<file path="src/rtl/event_change_monitor.sv">
// ----------------------------------------------------------------------------
// event_change_monitor
//   Samples an event vector on every rising clock edge. Each change in value
//   becomes one 64-bit update record. The first cycle after reset always
//   produces a record, which acts as a snapshot of the initial value.
//   Records are queued in a small FIFO and offered downstream on a
//   valid/ready port. A sticky overflow flag shows that a record was dropped
//   because the FIFO was full.
// ----------------------------------------------------------------------------
module event_change_monitor #(
    parameter int WIDTH      = 32,  // event vector width, 1..64
    parameter int FIFO_DEPTH = 4    // power of two, 2..16
) (
    input  logic             clk,
    input  logic             rst,        // asynchronous, active-low
    input  logic [WIDTH-1:0] ev,
    output logic             upd_valid,
    output logic [63:0]      upd_data,
    input  logic             upd_ready,
    output logic [4:0]       upd_count,
    output logic             overflow,
    input  logic             ovf_clr
);

    localparam int PTR_W = (FIFO_DEPTH > 1) ? $clog2(FIFO_DEPTH) : 1;
    localparam logic [4:0] DEPTH_C = 5'(FIFO_DEPTH);

    // ------------------------------------------------------------------------
    // State
    // ------------------------------------------------------------------------
    logic [63:0]      ev_q;          // last value that was reported or dropped
    logic             first_q;       // set for the first cycle after reset
    logic [PTR_W-1:0] wr_ptr_q, wr_ptr_d;
    logic [PTR_W-1:0] rd_ptr_q, rd_ptr_d;
    logic [4:0]       count_q, count_d;
    logic             overflow_q, overflow_d;
    logic [WIDTH-1:0] mem_q [FIFO_DEPTH];

    // ------------------------------------------------------------------------
    // Zero extension of the sampled vector and of the FIFO head
    // ------------------------------------------------------------------------
    logic [63:0] ev_ext;
    logic [63:0] head_ext;

    generate
        if (WIDTH < 64) begin : g_ext
            assign ev_ext   = {{(64-WIDTH){1'b0}}, ev};
            assign head_ext = {{(64-WIDTH){1'b0}}, mem_q[rd_ptr_q]};
        end else begin : g_noext
            assign ev_ext   = ev;
            assign head_ext = mem_q[rd_ptr_q];
        end
    endgenerate

    // ------------------------------------------------------------------------
    // Handshake and FIFO control terms
    // ------------------------------------------------------------------------
    logic empty;
    logic full;
    logic push;     // a change (or the initial snapshot) was seen this cycle
    logic pop;      // consumer takes the head entry this cycle
    logic accept;   // push is written into the FIFO
    logic drop;     // push is lost because the FIFO is full and not draining

    assign empty  = (count_q == 5'd0);
    assign full   = (count_q == DEPTH_C);
    assign push   = first_q | (ev_ext != ev_q);
    assign pop    = !empty && upd_ready;
    // A pop on a full FIFO frees a slot in the same cycle, so the push still fits.
    assign accept = push && (!full || pop);
    assign drop   = push && full && !pop;

    // Next-state for pointers, occupancy and the sticky overflow flag
    // NOTE: every combinational output gets a default first so no latch is inferred.
    always_comb begin
        wr_ptr_d   = wr_ptr_q;
        rd_ptr_d   = rd_ptr_q;
        count_d    = count_q;
        overflow_d = overflow_q;

        if (accept) begin
            wr_ptr_d = wr_ptr_q + PTR_W'(1);
        end
        if (pop) begin
            rd_ptr_d = rd_ptr_q + PTR_W'(1);
        end

        unique case ({accept, pop})
            2'b10:   count_d = count_q + 5'd1;
            2'b01:   count_d = count_q - 5'd1;
            default: count_d = count_q;
        endcase

        // A drop on the same edge as a clear wins, so no loss goes unseen.
        if (drop) begin
            overflow_d = 1'b1;
        end else if (ovf_clr) begin
            overflow_d = 1'b0;
        end
    end

    // Control registers: change detector, pointers, occupancy, overflow
    // NOTE: sequential state uses non-blocking assignments so every register
    // samples pre-edge values regardless of statement order.
    always_ff @(posedge clk or negedge rst) begin
        if (!rst) begin
            ev_q       <= '0;
            first_q    <= 1'b1;
            wr_ptr_q   <= '0;
            rd_ptr_q   <= '0;
            count_q    <= '0;
            overflow_q <= 1'b0;
        end else begin
            // A dropped value still updates the reference, so it is never re-reported.
            if (push) begin
                ev_q <= ev_ext;
            end
            first_q    <= 1'b0;
            wr_ptr_q   <= wr_ptr_d;
            rd_ptr_q   <= rd_ptr_d;
            count_q    <= count_d;
            overflow_q <= overflow_d;
        end
    end

    // FIFO storage write port
    // NOTE: the storage array has no reset; entries are only visible through
    // count_q, which is reset, so stale contents can never reach the output.
    always_ff @(posedge clk) begin
        if (accept) begin
            mem_q[wr_ptr_q] <= ev;
        end
    end

    // ------------------------------------------------------------------------
    // Outputs
    // ------------------------------------------------------------------------
    assign upd_valid = !empty;
    assign upd_data  = empty ? 64'd0 : head_ext;
    assign upd_count = count_q;
    assign overflow  = overflow_q;

endmodule

</file>
<file path="config.mk">
export PLATFORM = sky130hd
export DESIGN_NAME = event_change_monitor
export DESIGN_NICKNAME = d
export VERILOG_FILES = /design/src/rtl/event_change_monitor.sv
export SDC_FILE = /design/constraint.sdc
export NUM_CORES = 1
export LEC_CHECK = 0
export BUFFER_PORTS_ARGS = -buffer_cell sky130_fd_sc_hd__buf_2
export CAP_MARGIN = 20
export CELL_PAD_IN_SITES_DETAIL_PLACEMENT = 1
export CELL_PAD_IN_SITES_GLOBAL_PLACEMENT = 1
export CORE_ASPECT_RATIO = 1.2
export CORE_MARGIN = 2
export CORE_UTILIZATION = 35
export CTS_CLUSTER_DIAMETER = 30
export DETAILED_ROUTE_END_ITERATION = 12
export GPL_ROUTABILITY_DRIVEN = 0
export PLACE_DENSITY = 0.64
export RECOVER_POWER = 100
export SLEW_MARGIN = 20
export SYNTH_ARGS = -nofsm -noshare
export SYNTH_HDL_FRONTEND = slang
export SYNTH_SLANG_ARGS = --single-unit
</file>
<file path="constraint.sdc">
create_clock -name clk -period 4.1 [get_ports clk]
set_clock_uncertainty 0.1 [all_clocks]
set_input_delay 0.41 -clock clk [delete_from_list [all_inputs] [get_ports clk]]
set_output_delay 0.41 -clock clk [all_outputs]
set_load 0.02 [all_outputs]
</file>
==> impl_metrics.ini <==
[status]
status = finished, violations left
violations = max-capacitance violations, max-slew violations

[global_routing]
overflow = 0
antenna_found_initial = 1
grt_max_degree = 44
grt_pass1_wl_um = 22900
grt.total_usage_pct = 14.5
grt_pass1_vias = 3889

[place]
port_buffers = 74
placed_cells = 727
dp_hpwl_um = 9110

[yosys]
ys_ff_latch = 171
yosys.area_share.adder_pct = 1.50
ys_seq_area_share_pct = 68.8
yosysWarnings = 0
synth_top_family_by_area = multiplexers
yosys.area_share.simple_pct = 6.36
netlist_top_cells_area = edfxtp_1, dfrtp_1, mux4_2
synthDistinctLibCells = 42
yosysTopAreaCell = edfxtp_1
synth_compound_area_share_pct = 1.66
synth_edf_count = 128
yosysTopAreaCellShare_pct = 53.7
synth_flop_cell = edfxtp_1
synthArstFlopShare_pct = 25.1
synth.avg_cell_area_um2 = 16.7
synthCells = 428
synthMuxAreaShare_pct = 10.8
synth_xor_area_share_pct = 4.65
synth_area_mm2 = 0.00716

[power]
leakage_nw = 2.84
p_comb_share_pct = 34.2
p_int_mw = 4.16
swShare_pct = 34.7
peakVddDrop_mv = 0.316
clockPowerShare_pct = 23.6
power.density_mw_per_mm2 = 789
p_sw_mw = 2.22
p_seq_share_pct = 42.3

[finish]
nets = 526
final-instance-count-excl-fill = 761
layout-drive-gt1-share_pct = 19.8
area_growth_pct = 13.0

[critical_path]
crit_family = simple AND/OR/NAND/NOR gates
start_kind = flop
path_max_fanout = 12
path_cells = xnor2_1 -> nand4_1 -> nor4_4 -> and3_4 -> and3_1 -> ha_1 -> a21o_1 -> a21oi_1 -> and2_0 -> nand4_1 -> o211ai_1 -> o211ai_1
path_buf_inv = 0
arrival_ns = 3.78
r2r_slack_ns = 0.51
crit_path_end_kind = flop
critPathKind = flop to flop
crit_slowest_cell = nor4_4
crit_required_ns = 4.29
max_stage_delay_ns = 0.53

[sta]
finalCriticalPeriod_ns = 3.59
finalSetupTns_ns = 0
final-hold-violation-count = 0
period_share_pct = 87.7
setup_violations = 0
rsz0062_at_grt = false
finalMaxSlewViolations = 214
clock.fmax_mhz = 278
tightest_slew_ns = 2.63
relSlewSlack_pct = -75.6

[route]
via_per_inst = 4.66
firstDrtPassIters = 4
drc_errors = 0
antenna_left = 0
wl_per_cell_um = 19.0
wirelength_um = 14500
num_vias = 3545
dr.first_iter.drc_count = 177

[floorplan]
dieArea_mm2 = 0.0216
start_util_pct = 35.5
die_x_um = 135
dieHeight_um = 161
row_count = 57
core-area_mm2 = 0.0202
io_pins = 107

[min_path]
hold_path.class = primary input to flop

[clock_network]
cts_root_buf = clkbuf_16
holdBufCountCts = 1
htreeDepth = 4
clockBufferDepth = 2
tritoncts = done
cts_buffers = 17
post_cts_buffers = 0
clkSlewWorstSetupHoldPaths_ns = 0.06
clock_sinks = 171
postCtsResizedCells = 0
clk_latency_ns = 0.43

[job]
max_cap_violations = 6
[worst register-to-register path, stage by stage (launching register included)]
cell and delay (ns):
dfrtp_1 0.38, xnor2_1 0.19, nand4_1 0.23, nor4_4 0.53, and3_4 0.38, and3_1 0.29
ha_1 0.30, a21o_1 0.19, a21oi_1 0.28, and2_0 0.17, nand4_1 0.12, o211ai_1 0.17
o211ai_1 0.13
[flip-flops by register name (all words and copies together), names as in the netlist]
signal / cells
overflow: 1
first_q: 1
wr_ptr_q: 2
ev_q: 32
mem_q: 128
upd_count: 5
rd_ptr_q: 2
[power groups by stage]
stage | clock [mW] | sequential [mW] | combinational (mW)
CTS | 1.54 | 2.69 | 2.31
detailed placement | 0 | 2.73 | 2.30
global placement | 0 | 2.68 | 2.28
finish | 1.50 | 2.70 | 2.18
floorplan | 0 | 2.63 | 1.60
global route | 1.61 | 2.76 | 2.38
[stage by stage]
stage / power, mW / setup WS, ns / area (um2) / utilization [%] / hold WS [ns]
after detailed placement: 5.02 / 0.429 / 7600 / 37.7 / 0.443
final: 6.38 / 0.505 / 8090 / 40.1 / 0.0921
after floorplan: 4.22 / 1.03 / 7280 / - / 0.0144
after CTS: 6.54 / 0.570 / 8160 / 40.4 / 0.0361
after global placement: 4.96 / 0.585 / 7600 / 37.7 / 0.444
after global routing: 6.75 / 0.194 / 8090 / 40.1 / 0.0715
[worst paths after layout]
| path | start | endpoint | depth (start not counted) |
|---|---|---|---|
| worst max-delay path | ev_q[18] | upd_count[4] | 12 |
| worst min-delay path | ovf_clr | overflow | 2 |
| worst max register to register | ev_q[18] | upd_count[4] | 12 |
| worst min register to register | overflow | overflow | 2 |
| max in group asynchronous | rst | rd_ptr_q[0] | 3 |
| min in group asynchronous | rst | ev_q[4] | 3 |
[layout by cell type, fill, tap and decap left out, types with 2 or more instances in the layout]
cell type,count
xnor2_1,37
inv_1,5
buf_2,25
and3_1,2
a21oi_1,5
and2_1,18
a21o_1,2
mux4_2,32
nand2_1,4
nor4_1,2
nand4_1,10
mux2i_1,3
nor2_1,4
clkbuf_16,17
buf_4,4
clkinv_4,3
nand3_1,3
inv_6,4
ha_1,7
a31oi_1,2
clkbuf_1,52
and2_0,19
dfrtp_1,41
mux2_2,2
nor3_2,2
o211ai_1,4
conb_1,33
edfxtp_1,128
clkinv_2,3
clkinv_1,3
[metal layers]
metal | wire (um) | up-vias | share of wire, % | track usage [%]
met3 | 607 | 19 | 4.2 | 3.47
met1 | 5810 | 1832 | 40 | 17.1
li1 | - | 1605 | - | -
met4 | 226 | 0 | 1.6 | 6.03
met2 | 7820 | 89 | 54 | 25.4
met5 | 0 | - | 0 | 0
[cell usage after synthesis, drive strengths merged (4+ instances only)]
| master | number |
|---|---|
| o211ai | 4 |
| and2 | 37 |
| nand4 | 10 |
| inv | 5 |
| buf | 36 |
| ha | 7 |
| xnor2 | 37 |
| nand2 | 4 |
| dfrtp | 42 |
| edfxtp | 128 |
| a21oi | 5 |
| nor2 | 4 |
| mux4 | 32 |
| clkbuf | 42 |
[area by class of cell]
type | count | area [um2]
well taps | 265 | 332
clock buffers | 18 | 429
fillers | 2051 | 12100
inverters | 5 | 18.8
diodes | 1 | 2.50
flip-flops and latches | 171 | 4920
clock inverters | 14 | 118
multi-input cells | 206 | 1910
repair buffers | 81 | 357
[kinds of logic (layout without fill, tap and decap cells)]
group | count (synthesis) | in the layout
xor+xnor | 38 | 38
compound gates | 18 | 18
simple gates | 72 | 72
mux | 37 | 37
flops | 171 | 171
fa+ha+maj | 8 | 8
buf+inv | 83 | 118
other cells | 1 | 34
Power figures use the tool's default switching activity.
